--- src/rtl/pipe_fetch_queue_pkg.sv ---
// Shared CPU-side constants and helpers for the instruction-fetch front end.
package pipe_fetch_queue_pkg;

  localparam int          INST_W   = 32;
  localparam logic [31:0] NOP_INST = 32'h0000_0000;
  localparam logic [31:0] PC_STEP  = 32'd4;

  function automatic logic [31:0] word_align(input logic [31:0] addr);
    return {addr[31:2], 2'b00};
  endfunction

endpackage

--- src/rtl/pipe_fetch_queue_entry_ram.sv ---
// Per-entry PC/instruction storage for the fetch queue: allocate-time PC write,
// response-time instruction write, asynchronous read of the head entry.
module fetch_entry_ram
  import pipe_fetch_queue_pkg::*;
#(
  parameter int DEPTH = 4
) (
  input  logic                     clk,
  input  logic                     alloc_we_i,
  input  logic [$clog2(DEPTH)-1:0] alloc_addr_i,
  input  logic [31:0]              alloc_pc_i,
  input  logic                     fill_we_i,
  input  logic [$clog2(DEPTH)-1:0] fill_addr_i,
  input  logic [INST_W-1:0]        fill_inst_i,
  input  logic [$clog2(DEPTH)-1:0] rd_addr_i,
  output logic [31:0]              rd_pc_o,
  output logic [INST_W-1:0]        rd_inst_o
);

  logic [31:0]       pc_q   [DEPTH];
  logic [INST_W-1:0] inst_q [DEPTH];

  // Validity lives in the controller's flags, so the array needs no reset.
  always_ff @(posedge clk) begin
    if (alloc_we_i) pc_q[alloc_addr_i] <= alloc_pc_i;
    if (fill_we_i)  inst_q[fill_addr_i] <= fill_inst_i;
  end

  assign rd_pc_o   = pc_q[rd_addr_i];
  assign rd_inst_o = inst_q[rd_addr_i];

endmodule

--- src/rtl/pipe_fetch_queue.sv ---
// Instruction-fetch front end: pipelined imem requests, in-order response queue
// presented to ID, one-cycle flush on redirect with stale-response dropping.
module pipe_fetch_queue
  import pipe_fetch_queue_pkg::*;
#(
  parameter int          DEPTH    = 4,
  parameter logic [31:0] RESET_PC = 32'h0000_0000
) (
  input  logic              clk,
  input  logic              clrn,
  output logic              imem_req_valid,
  input  logic              imem_req_ready,
  output logic [31:0]       imem_req_addr,
  input  logic              imem_rsp_valid,
  input  logic [INST_W-1:0] imem_rsp_data,
  input  logic              redirect,
  input  logic [31:0]       redirect_pc,
  input  logic              id_ready,
  output logic              if_valid,
  output logic [INST_W-1:0] if_inst,
  output logic [31:0]       if_pc,
  output logic [31:0]       if_pc4
);

  localparam int AW = $clog2(DEPTH);
  localparam int CW = AW + 1;
  localparam logic [CW:0] DEPTH_W = (CW + 1)'(DEPTH);

  typedef logic [AW-1:0] ptr_t;
  typedef logic [CW-1:0] cnt_t;

  logic             run_q;
  logic [31:0]      pc_q, pc_d;
  logic [DEPTH-1:0] alloc_q, alloc_d;
  logic [DEPTH-1:0] filled_q, filled_d;
  ptr_t             alloc_ptr_q, alloc_ptr_d;
  ptr_t             fill_ptr_q, fill_ptr_d;
  ptr_t             head_ptr_q, head_ptr_d;
  cnt_t             occ_q, occ_d;
  cnt_t             pend_q, pend_d;
  cnt_t             drop_q, drop_d;

  logic              req_fire, rsp_fill, rsp_drop, consume, head_vld;
  logic [CW:0]       inflight;
  logic [31:0]       head_pc;
  logic [INST_W-1:0] head_inst;

  // Handshakes: a transfer happens on a cycle where valid && ready are both high
  // at the rising edge. imem_req_valid depends only on registered state, clrn and
  // redirect (never on imem_req_ready), and drops only when redirect is high.
  assign inflight       = {1'b0, occ_q} + {1'b0, drop_q};
  assign imem_req_valid = clrn && run_q && !redirect && (inflight < DEPTH_W);
  assign imem_req_addr  = pc_q;
  assign req_fire       = imem_req_valid && imem_req_ready;

  assign rsp_drop = imem_rsp_valid && (drop_q != '0);
  assign rsp_fill = imem_rsp_valid && (drop_q == '0);

  assign head_vld = alloc_q[head_ptr_q] && filled_q[head_ptr_q];
  assign if_valid = clrn && head_vld;
  assign consume  = if_valid && id_ready && !redirect;

  assign if_inst = if_valid ? head_inst : NOP_INST;
  assign if_pc   = if_valid ? head_pc : 32'h0;
  assign if_pc4  = if_pc + PC_STEP;

  always_comb begin
    pc_d        = pc_q;
    alloc_d     = alloc_q;
    filled_d    = filled_q;
    alloc_ptr_d = alloc_ptr_q;
    fill_ptr_d  = fill_ptr_q;
    head_ptr_d  = head_ptr_q;
    occ_d       = occ_q;
    pend_d      = pend_q;
    drop_d      = drop_q;

    if (redirect) begin
      // Every still-unanswered request becomes a response to throw away;
      // a response landing in this very cycle already pays one of them off.
      pc_d        = word_align(redirect_pc);
      alloc_d     = '0;
      filled_d    = '0;
      alloc_ptr_d = '0;
      fill_ptr_d  = '0;
      head_ptr_d  = '0;
      occ_d       = '0;
      pend_d      = '0;
      drop_d      = drop_q + pend_q - cnt_t'(imem_rsp_valid);
    end else begin
      if (req_fire) begin
        alloc_d[alloc_ptr_q]  = 1'b1;
        filled_d[alloc_ptr_q] = 1'b0;
        alloc_ptr_d           = alloc_ptr_q + ptr_t'(1);
        pc_d                  = pc_q + PC_STEP;
      end
      if (rsp_drop) drop_d = drop_q - cnt_t'(1);
      if (rsp_fill) begin
        filled_d[fill_ptr_q] = 1'b1;
        fill_ptr_d           = fill_ptr_q + ptr_t'(1);
      end
      if (consume) begin
        alloc_d[head_ptr_q]  = 1'b0;
        filled_d[head_ptr_q] = 1'b0;
        head_ptr_d           = head_ptr_q + ptr_t'(1);
      end
      occ_d  = occ_q + cnt_t'(req_fire) - cnt_t'(consume);
      pend_d = pend_q + cnt_t'(req_fire) - cnt_t'(rsp_fill);
    end
  end

  // run_q holds requests off for the first cycle after reset is released.
  always_ff @(posedge clk) begin
    if (!clrn) begin
      run_q       <= 1'b0;
      pc_q        <= RESET_PC;
      alloc_q     <= '0;
      filled_q    <= '0;
      alloc_ptr_q <= '0;
      fill_ptr_q  <= '0;
      head_ptr_q  <= '0;
      occ_q       <= '0;
      pend_q      <= '0;
      drop_q      <= '0;
    end else begin
      run_q       <= 1'b1;
      pc_q        <= pc_d;
      alloc_q     <= alloc_d;
      filled_q    <= filled_d;
      alloc_ptr_q <= alloc_ptr_d;
      fill_ptr_q  <= fill_ptr_d;
      head_ptr_q  <= head_ptr_d;
      occ_q       <= occ_d;
      pend_q      <= pend_d;
      drop_q      <= drop_d;
    end
  end

  fetch_entry_ram #(.DEPTH(DEPTH)) u_ram (
    .clk          (clk),
    .alloc_we_i   (req_fire),
    .alloc_addr_i (alloc_ptr_q),
    .alloc_pc_i   (pc_q),
    .fill_we_i    (rsp_fill && !redirect),
    .fill_addr_i  (fill_ptr_q),
    .fill_inst_i  (imem_rsp_data),
    .rd_addr_i    (head_ptr_q),
    .rd_pc_o      (head_pc),
    .rd_inst_o    (head_inst)
  );

endmodule
--- config.mk ---
export PLATFORM = sky130hd
export DESIGN_NAME = pipe_fetch_queue
export DESIGN_NICKNAME = d
export VERILOG_FILES = /design/src/rtl/pipe_fetch_queue_pkg.sv /design/src/rtl/pipe_fetch_queue_entry_ram.sv /design/src/rtl/pipe_fetch_queue.sv
export SDC_FILE = /design/constraint.sdc
export NUM_CORES = 1
export LEC_CHECK = 0
export CAP_MARGIN = 20
export CORE_ASPECT_RATIO = 2
export CORE_MARGIN = 5
export CORE_UTILIZATION = 54
export DETAILED_ROUTE_END_ITERATION = 12
export MAX_ROUTING_LAYER = met4
export PLACE_DENSITY = 0.88
export REMOVE_ABC_BUFFERS = 1
export SYNTH_ARGS = -nofsm -noshare
export SYNTH_HDL_FRONTEND = slang
export SYNTH_SLANG_ARGS = --single-unit
--- constraint.sdc ---
create_clock -name clk -period 5.1 [get_ports clk]
set_input_delay 1.02 -clock clk [delete_from_list [all_inputs] [get_ports clk]]
set_output_delay 1.02 -clock clk [all_outputs]
set_load 0.005 [all_outputs]
==> results_tabular.tex <==
\begin{tabular}{lr}
\hline
Metric & Value \\
\hline
\multicolumn{2}{l}{\textbf{Clocking}} \\
\quad Insertion delay of the later-clocked pin in the worst-skew pair & 540 ps \\
\quad Clock tree from TritonCTS & built \\
\quad Clock slew seen by the registers of the worst setup and hold paths & 70 ps \\
\quad Number of buffers on the longest clock path & 3 \\
\quad Number of H-tree levels & 1 \\
\quad Clock sinks & a little over 300 \\
\quad TritonCTS Buffers & 26 \\
\quad Root buf cell & sky130\_fd\_sc\_hd\_\_clkbuf\_16 \\
\multicolumn{2}{l}{\textbf{Critical path}} \\
\quad Endpoint type of the worst setup path & output pin \\
\quad Endpoint of the lowest-slack register-to-register path & occ\_q[2] \\
\quad Critical-path cell list & inv\_2 -> mux4\_2 -> nand2b\_4 -> inv\_2 -> and2\_1 -> ha\_1 -> and4\_2 -> and2\_1 -> nand4\_4 -> or4\_1 -> a21oi\_1 -> clkdlybuf4s50\_1 \\
\quad Required time at the endpoint of the critical path & 4080 ps \\
\quad Reg2Reg Launch Point & head\_ptr\_q[0] \\
\quad Reg2Reg Setup Slack & 1510 ps \\
\quad Largest stage delay, worst path & 580 ps \\
\quad R2R depth & 15 \\
\quad Crit path arrival time & 3940 ps \\
\quad Worst Path Class, Setup & reg -> out \\
\quad Cell with the biggest individual delay on the critical path & sky130\_fd\_sc\_hd\_\_mux4\_2 \\
\quad Worst setup SP type & register \\
\quad Maximum fanout along the worst path & 4 \\
\multicolumn{2}{l}{\textbf{Logic synthesis}} \\
\quad Async set-or-reset flop fraction in the synthesized netlist & 0\% \\
\quad Multiplexer share of the synthesized area & 11.3\% \\
\quad Largest family of logic cells by synthesized area & multiplexers \\
\quad Cell area after synthesis & roughly 13000 um2 \\
\quad Area share of fa/ha/maj cells after synthesis & around 2.8\% \\
\quad Synthesized area divided by synthesized cell count & 14.9 um2 \\
\quad Seq cells post-synth & 304 \\
\quad Cell taking the most area after synthesis & sky130\_fd\_sc\_hd\_\_edfxtp\_1 \\
\quad Fraction of the mapped netlist area in compound gates & 3.92\% \\
\quad Synth Area in Simple Gates & about 11\% \\
\quad Netlist cell types & 53 \\
\quad Dominant synthesized flop cell & sky130\_fd\_sc\_hd\_\_edfxtp\_1 \\
\quad Yosys top cell area share & 56.5\% \\
\quad Fraction of the yosys area taken by sequential cells & between 60\% and 70\% \\
\quad Ys Warns & 0 \\
\quad Number of synthesized flops with an enable pin & 248 \\
\quad Xor-xnor portion of the synthesized cell area & approximately 3\% \\
\quad Post-Synthesis Cells & between 800 and 900 \\
\quad Largest cells by area after synthesis & sky130\_fd\_sc\_hd\_\_edfxtp\_1 (56\%), sky130\_fd\_sc\_hd\_\_mux4\_2 (11\%), sky130\_fd\_sc\_hd\_\_dfxtp\_1 (8.5\%) \\
\multicolumn{2}{l}{\textbf{Hold path}} \\
\quad Hold worst-path end & alloc\_q[2] \\
\quad Path class of the lowest-slack min-delay path & reg -> reg \\
\quad Number of stages on the worst hold path & 2 \\
\quad Startpoint of the worst hold path & alloc\_q[2] \\
\multicolumn{2}{l}{\textbf{Floorplan}} \\
\quad Top-level I/O count & 200 \\
\quad Die boundary width & around 120 um \\
\quad Die Outline Area & 27800 um2 \\
\quad Effective utilization at floorplan & a little over half \\
\quad Vertical die dimension & 231 um \\
\quad Standard cell core area & 24300 um2 \\
\quad Num rows & 81 \\
\multicolumn{2}{l}{\textbf{Power and ir drop}} \\
\quad Total leakage power & 5.66 nW \\
\quad Areal power density over the cells & 322 nW/um2 \\
\quad Maximum vdd ir drop & 0.276 mV \\
\multicolumn{2}{l}{\textbf{Global routing}} \\
\quad Overflow left after global routing & 0 \\
\quad Largest net degree at the start of global routing & 77 \\
\quad Number of global-route vias before repair & 8763 \\
\quad Tot GR Track Use & 23.5\% \\
\quad Antenna violations before repair & 0 \\
\quad Global-route wire length before repair & around 49000 um \\
\multicolumn{2}{l}{\textbf{Timing}} \\
\quad Unrepaired setup endpoints after global routing & false \\
\quad Period utilization & 97.3\% \\
\quad Final count of hold timing violations & 0 \\
\quad Worst setup skew after layout & 9.50 ps \\
\quad Pin slew with the least headroom to its limit & about 950 ps \\
\quad Max Slew Vio Count & 0 \\
\quad Setup Viol. Count Final & 0 \\
\quad Worst slew margin & 36.1\% \\
\quad Highest clock frequency the design can meet & 202 MHz \\
\quad Period minus WS final & 4960 ps \\
\multicolumn{2}{l}{\textbf{Placed design}} \\
\quad Global placer's final weighted congestion & around 0.87 \\
\quad Placed Instance Area & about 15000 um2 \\
\quad Total of buffers placed on input and output ports & approximately 190 \\
\quad Placed Instances & 1352 \\
\quad Post-DP HPWL & 22100 um \\
\multicolumn{2}{l}{\textbf{Final layout}} \\
\quad Area of the multi-input gates & 4310 um2 \\
\quad Share of post-route cells with drive strength above 1 & 13.7\% \\
\quad Area grow syn2layout & 24.8\% \\
\quad Cell area after layout & 16500 um2 \\
\quad Fill cell count & roughly 1700 \\
\quad Register cell area after layout & around 8600 um2 \\
\quad Number of antenna cells inserted & 0 \\
\quad Final non-filler cell total & between 1000 and 1500 \\
\quad Layout net count & 1190 \\
\multicolumn{2}{l}{\textbf{Run status}} \\
\quad Result of the run & finished clean \\
\multicolumn{2}{l}{\textbf{Detailed routing}} \\
\quad Detailed Route Iter0 Violations & 671 \\
\quad DRC violation count after routing & 0 \\
\quad Routed vias & 8339 \\
\quad First-pass iteration count of the detailed router & 7 \\
\quad Average wire per cell in the routed design & 22.6 um \\
\quad Final WL & 31600 um \\
\quad Vias per std cell & around 5.9 \\
\quad Antenna-violating nets left & 0 \\
\multicolumn{2}{l}{\textbf{Job}} \\
\quad Number of maximum-capacitance constraint violations & 0 \\
\hline
\end{tabular}
## how the worst max path moves through the flow
stage,start,end,depth (start not counted)
2_1_floorplan,register,if_pc4[26],8
3_3_place_gp,clrn,if_pc4[28],12
3_5_place_dp,clrn,if_pc4[25],8
4_1_cts,head_ptr_q[0],if_pc4[30],13
5_1_grt,head_ptr_q[0],if_pc4[26],12
6_report,head_ptr_q[0],if_pc4[26],12
## cell type report
cell class / instances / area share, %
repair buffers: 220 / 13.2
clock inverters: 8 / 0.578
inverters: 31 / 0.707
well taps: 290 / 2.21
clock buffers: 40 / 4.98
multi-input cells: 509 / 26.2
flip-flops and latches: 304 / 52.1
## worst max-delay path: cells and delay by family (launching register included)
family                     cells  cell delay, ps
DFF                            1             340
buffers and inverters          3             710
AOI/OAI and AO/OA              1             150
adders and majority gates      1             170
muxes                          1             580
and+or+nand+nor                6            1450
## flip-flops by register name, summed over array words and instances (netlist names), 3 cells and up, named ones only
name / cells
pend_q: 3
alloc_q: 4
drop_q: 3
occ_q: 3
imem_req_addr: 30
u_ram.pc_q: 120
u_ram.inst_q: 128
filled_q: 4
## power breakdown
group	switching [W]	internal, W	leakage (nW)
clock network	0.000858	0.00121	0.446
logic	0.000199	0.000200	2.50
registers	0.0000627	0.00277	2.72
total	0.00112	0.00418	5.66
## routing by layer
metal | vias up | wire [um] | track usage (%)
met2 | 316 | 18200 | 43.6
li1 | 3745 | - | -
met3 | 72 | 1350 | 2.28
met5 | - | 0 | -
met1 | 4206 | 10700 | 24.8
met4 | 0 | 1370 | 10.9
## what timing repair did
item,CTS,global route
buffers inserted,1,1
resized for setup,5,2
hold buffers,0,0
endpoints found under the setup margin,8,4
## cell usage in the layout (no fill, tap or decap), drive strengths merged, types with 6 or more instances in the layout
cell | Yosys | final
clkdlybuf4s50 | 0 | 190
inv | 29 | 29
nor3 | 13 | 13
nor2 | 58 | 58
edfxtp | 248 | 248
nand2 | 54 | 54
nor4 | 9 | 9
clkinv | 2 | 8
xor2 | 24 | 24
nor3b | 6 | 6
and2 | 68 | 68
xnor2 | 22 | 22
nand3 | 20 | 20
ha | 25 | 25
nand4 | 11 | 11
a31oi | 8 | 8
buf | 20 | 29
mux4 | 63 | 63
and3 | 19 | 19
a21oi | 32 | 32
conb | 1 | 6
clkbuf | 28 | 40
o21ai | 20 | 20
a311oi | 8 | 8
and4 | 6 | 6
dfxtp | 56 | 56
## logic make-up (layout without fill, tap and decap cells)
kind of cell	Yosys count	count (layout)
AO/OA/AOI/OAI	84	84
XOR/XNOR	46	46
adder cells (fa/ha/maj)	28	28
buffers and inverters	79	299
flip-flops	304	304
multiplexers	70	70
other	1	6
AND/OR/NAND/NOR	275	275
## cells in the mapped netlist (4+ instances only)
cell type and n:
sky130_fd_sc_hd__edfxtp_1 248, sky130_fd_sc_hd__and2_1 68, sky130_fd_sc_hd__mux4_2 63, sky130_fd_sc_hd__nor2_1 58, sky130_fd_sc_hd__dfxtp_1 56, sky130_fd_sc_hd__nand2_1 54
sky130_fd_sc_hd__a21oi_1 32, sky130_fd_sc_hd__clkbuf_1 27, sky130_fd_sc_hd__inv_1 27, sky130_fd_sc_hd__ha_1 25, sky130_fd_sc_hd__xor2_1 24, sky130_fd_sc_hd__xnor2_1 22
sky130_fd_sc_hd__nand3_1 20, sky130_fd_sc_hd__o21ai_0 20, sky130_fd_sc_hd__and3_1 19, sky130_fd_sc_hd__nor3_1 13, sky130_fd_sc_hd__nand4_1 10, sky130_fd_sc_hd__nor4_1 9
sky130_fd_sc_hd__a311oi_1 8, sky130_fd_sc_hd__a31oi_1 8, sky130_fd_sc_hd__buf_4 7, sky130_fd_sc_hd__and4_1 6, sky130_fd_sc_hd__buf_2 6, sky130_fd_sc_hd__nor3b_1 5
sky130_fd_sc_hd__a221oi_1 4, sky130_fd_sc_hd__a22oi_1 4, sky130_fd_sc_hd__mux2i_1 4
## metrics by stage
stage	hold slack (ps)	setup slack [ps]	setup TNS (ps)	util, %	total power [W]
detailed placement	492	-138	-290	63.7	0.00328
global placement	476	8.22	0	63.7	0.00325
CTS	501	22.1	0	67.6	0.00533
floorplan	469	-681	-5890	-	0.00308
global route	533	1.78	0	67.6	0.00548
finish	499	138	0	67.6	0.00530
Power figures use the tool's default switching activity.
==> RTL change: new RTL, same settings <==
`INST_W`: 32 -> 48.
--- a/src/rtl/pipe_fetch_queue_pkg.sv
+++ b/src/rtl/pipe_fetch_queue_pkg.sv
@@ -2,5 +2,5 @@
 package pipe_fetch_queue_pkg;
 
-  localparam int          INST_W   = 32;
+  localparam int          INST_W   = 48;
   localparam logic [31:0] NOP_INST = 32'h0000_0000;
   localparam logic [31:0] PC_STEP  = 32'd4;
Ports: changed (resized if_inst and imem_rsp_data); port bits go from 200 to 232. No check against the original RTL was run, so the function may have changed too.
==> RTL change against the original RTL <==
Combinational power up 17%; sequential cell count grew 64; total power rose by 18%; setup slack improved by 120 ps; critical path depth is 4 lower; die area grew 18%; cell count is 15% higher; synthesized area increased by 19%; final area increased by 18%; wire length rose by 24%; global-route usage grew 1.1 points; critical path type unchanged; critical endpoint is now if_pc4[25]; largest power group unchanged; highest routed layer unchanged.
==> RTL change: results (changes against the original RTL) <==
- The run finished with clean final reports.
- The arrival time of the worst setup path was 3820 ps (-120 ps).
- The placer congestion estimate is 0.896 (+3.4%).
- The parity-gate share of the synthesized area counting xor and xnor cells is 2.46% (-0.59 points).
- The maximum vdd drop is 285 uV (+3.5%).
- The cell at the slowest stage of the critical path is dfxtp_4.
- The total area of sequential cells is 10500 sq um (+22%).
- The clock network area share is 5.26% (-0.30 points).
- The fraction of power consumed by sequential logic is 54.9% (+1.5 points).
- The fraction of synthesized area in multiplexers came to 12.0% (+0.70 points).
- The initial antenna violation count is 3 (+3).
- The number of multi-input combinational cells is 533 (+4.7%).
- The via count of the first global-routing pass is 10.2k (+16%).
- The clock buffer count is 39 (-2.5%).
- Ranked by total cell area, the synthesized netlist is headed by edfxtp_1 (60%), mux4_2 (9.9%), dfxtp_1 (7.2%).
- The final routed wire length divided by cell count is 24.3 um (+7.8%).
- The multi-input gate area in the final layout was 4760 sq um (+10%).
- The number of instances in the placed design was 1551 (+15%).
- The adder-cell share of the synthesized area is 2.38% (-0.45 points).
- The transition time at the pin with the least slew margin is 1110 ps (+160 ps).
- The reported leakage power is 6.64 nW (+17%).
- The inverter count of the layout excluding clock inverters came to 36 (+16%).
- The count of flip-flops with a built-in enable after synthesis is 312 (+26%).
- The number of resized instances in the post-cts repair step is 0 (-5).
- The largest fanout of any net on the critical path is 22 (+18).
- The count of nets after finishing was 1337 (+12%).
- The insertion delay of the later-clocked pin in the worst-skew pair is 560 ps (+20 ps).
- Counting instances in the post-synthesis netlist gives the leading cell types as edfxtp_1 (312), and3_1 (82), mux4_2 (69), nor2_1 (57), dfxtp_1 (56).
- The power attributed to sequential cells is 3.44 mW (+22%).
- The count of different cell masters after synthesis is 55 (+3.8%).
- The worst clock skew on the final layout came to 15.8 ps (+6.30 ps).
- The total setup buffers inserted after CTS is 0 (-1).
- The number of filler cells placed in the layout is 1896 (+15%).
- The wire length of the first global-routing pass is 59.3 mm (+21%).
- The number of flip-flops in the largest register is 192 (+50%).
- The area growth from synthesis to layout is 23.6%.
- The iteration count of the initial detailed-routing pass is 6 (-1).
- The sequential share of the synthesized area came to 67.0% (+2.0 points).
- The antenna diode count was 3 (+3).
- The overall routing resource usage is 24.6% (+1.1 points).
- The area of the die is 32700 sq um (+18%).
- The compound-cell area share of the yosys netlist was 3.31% (-0.61 points).
- The number of storage elements in the synthesis netlist is 368 (+21%).
- The HPWL after detailed placement was 26.6 mm (+20%).
- The placement-stage cell area is 18300 sq um (+18%).
- The violation count after the first detailed-routing iteration is 683 (+1.8%).
- The number of I/O port buffers was 223 (+17%).
- The total CTS buffers came to 30 (+15%).
- The delay contributed by the slowest stage of the critical path is 610 ps (+30 ps).
- The mean area per synthesized cell is 15.7 sq um (+5.9%).
- The worst slack at placement came to 636 ps (+774 ps).
RTL change: changes by cell type after synthesis, moves of 6 or more:
cell      delta
edfxtp_1    +64
and2_1      -63
and3_1      +63
clkbuf_1    +10
mux4_1      +10
xor2_1       -9
inv_1        +8
xnor2_1      +7
mux4_2       +6
RTL change: worst paths after layout:
kind,to,slack (ps),cells after the start,startpoint
worst max-delay path,if_pc4[25],260,8,flip-flop
worst min register to register,alloc_q[0]$_SDFF_PP0_,520,2,alloc_q[0]$_SDFF_PP0_
worst max register to register,occ_q[2]$_SDFF_PP0_,1510,17,head_ptr_q[0]$_SDFFE_PP0N_
worst min-delay path,alloc_q[0]$_SDFF_PP0_,520,2,alloc_q[0]$_SDFF_PP0_
RTL change: per-layer routing:
metal | GRT usage [%] | share of wire [%] | wire length [um]
met1 | 26.4 | 34 | 13100
met2 | 44.6 | 57 | 22200
met3 | 2.40 | 4.8 | 1860
met4 | 11.6 | 4.9 | 1910
met5 | - | 0 | 0
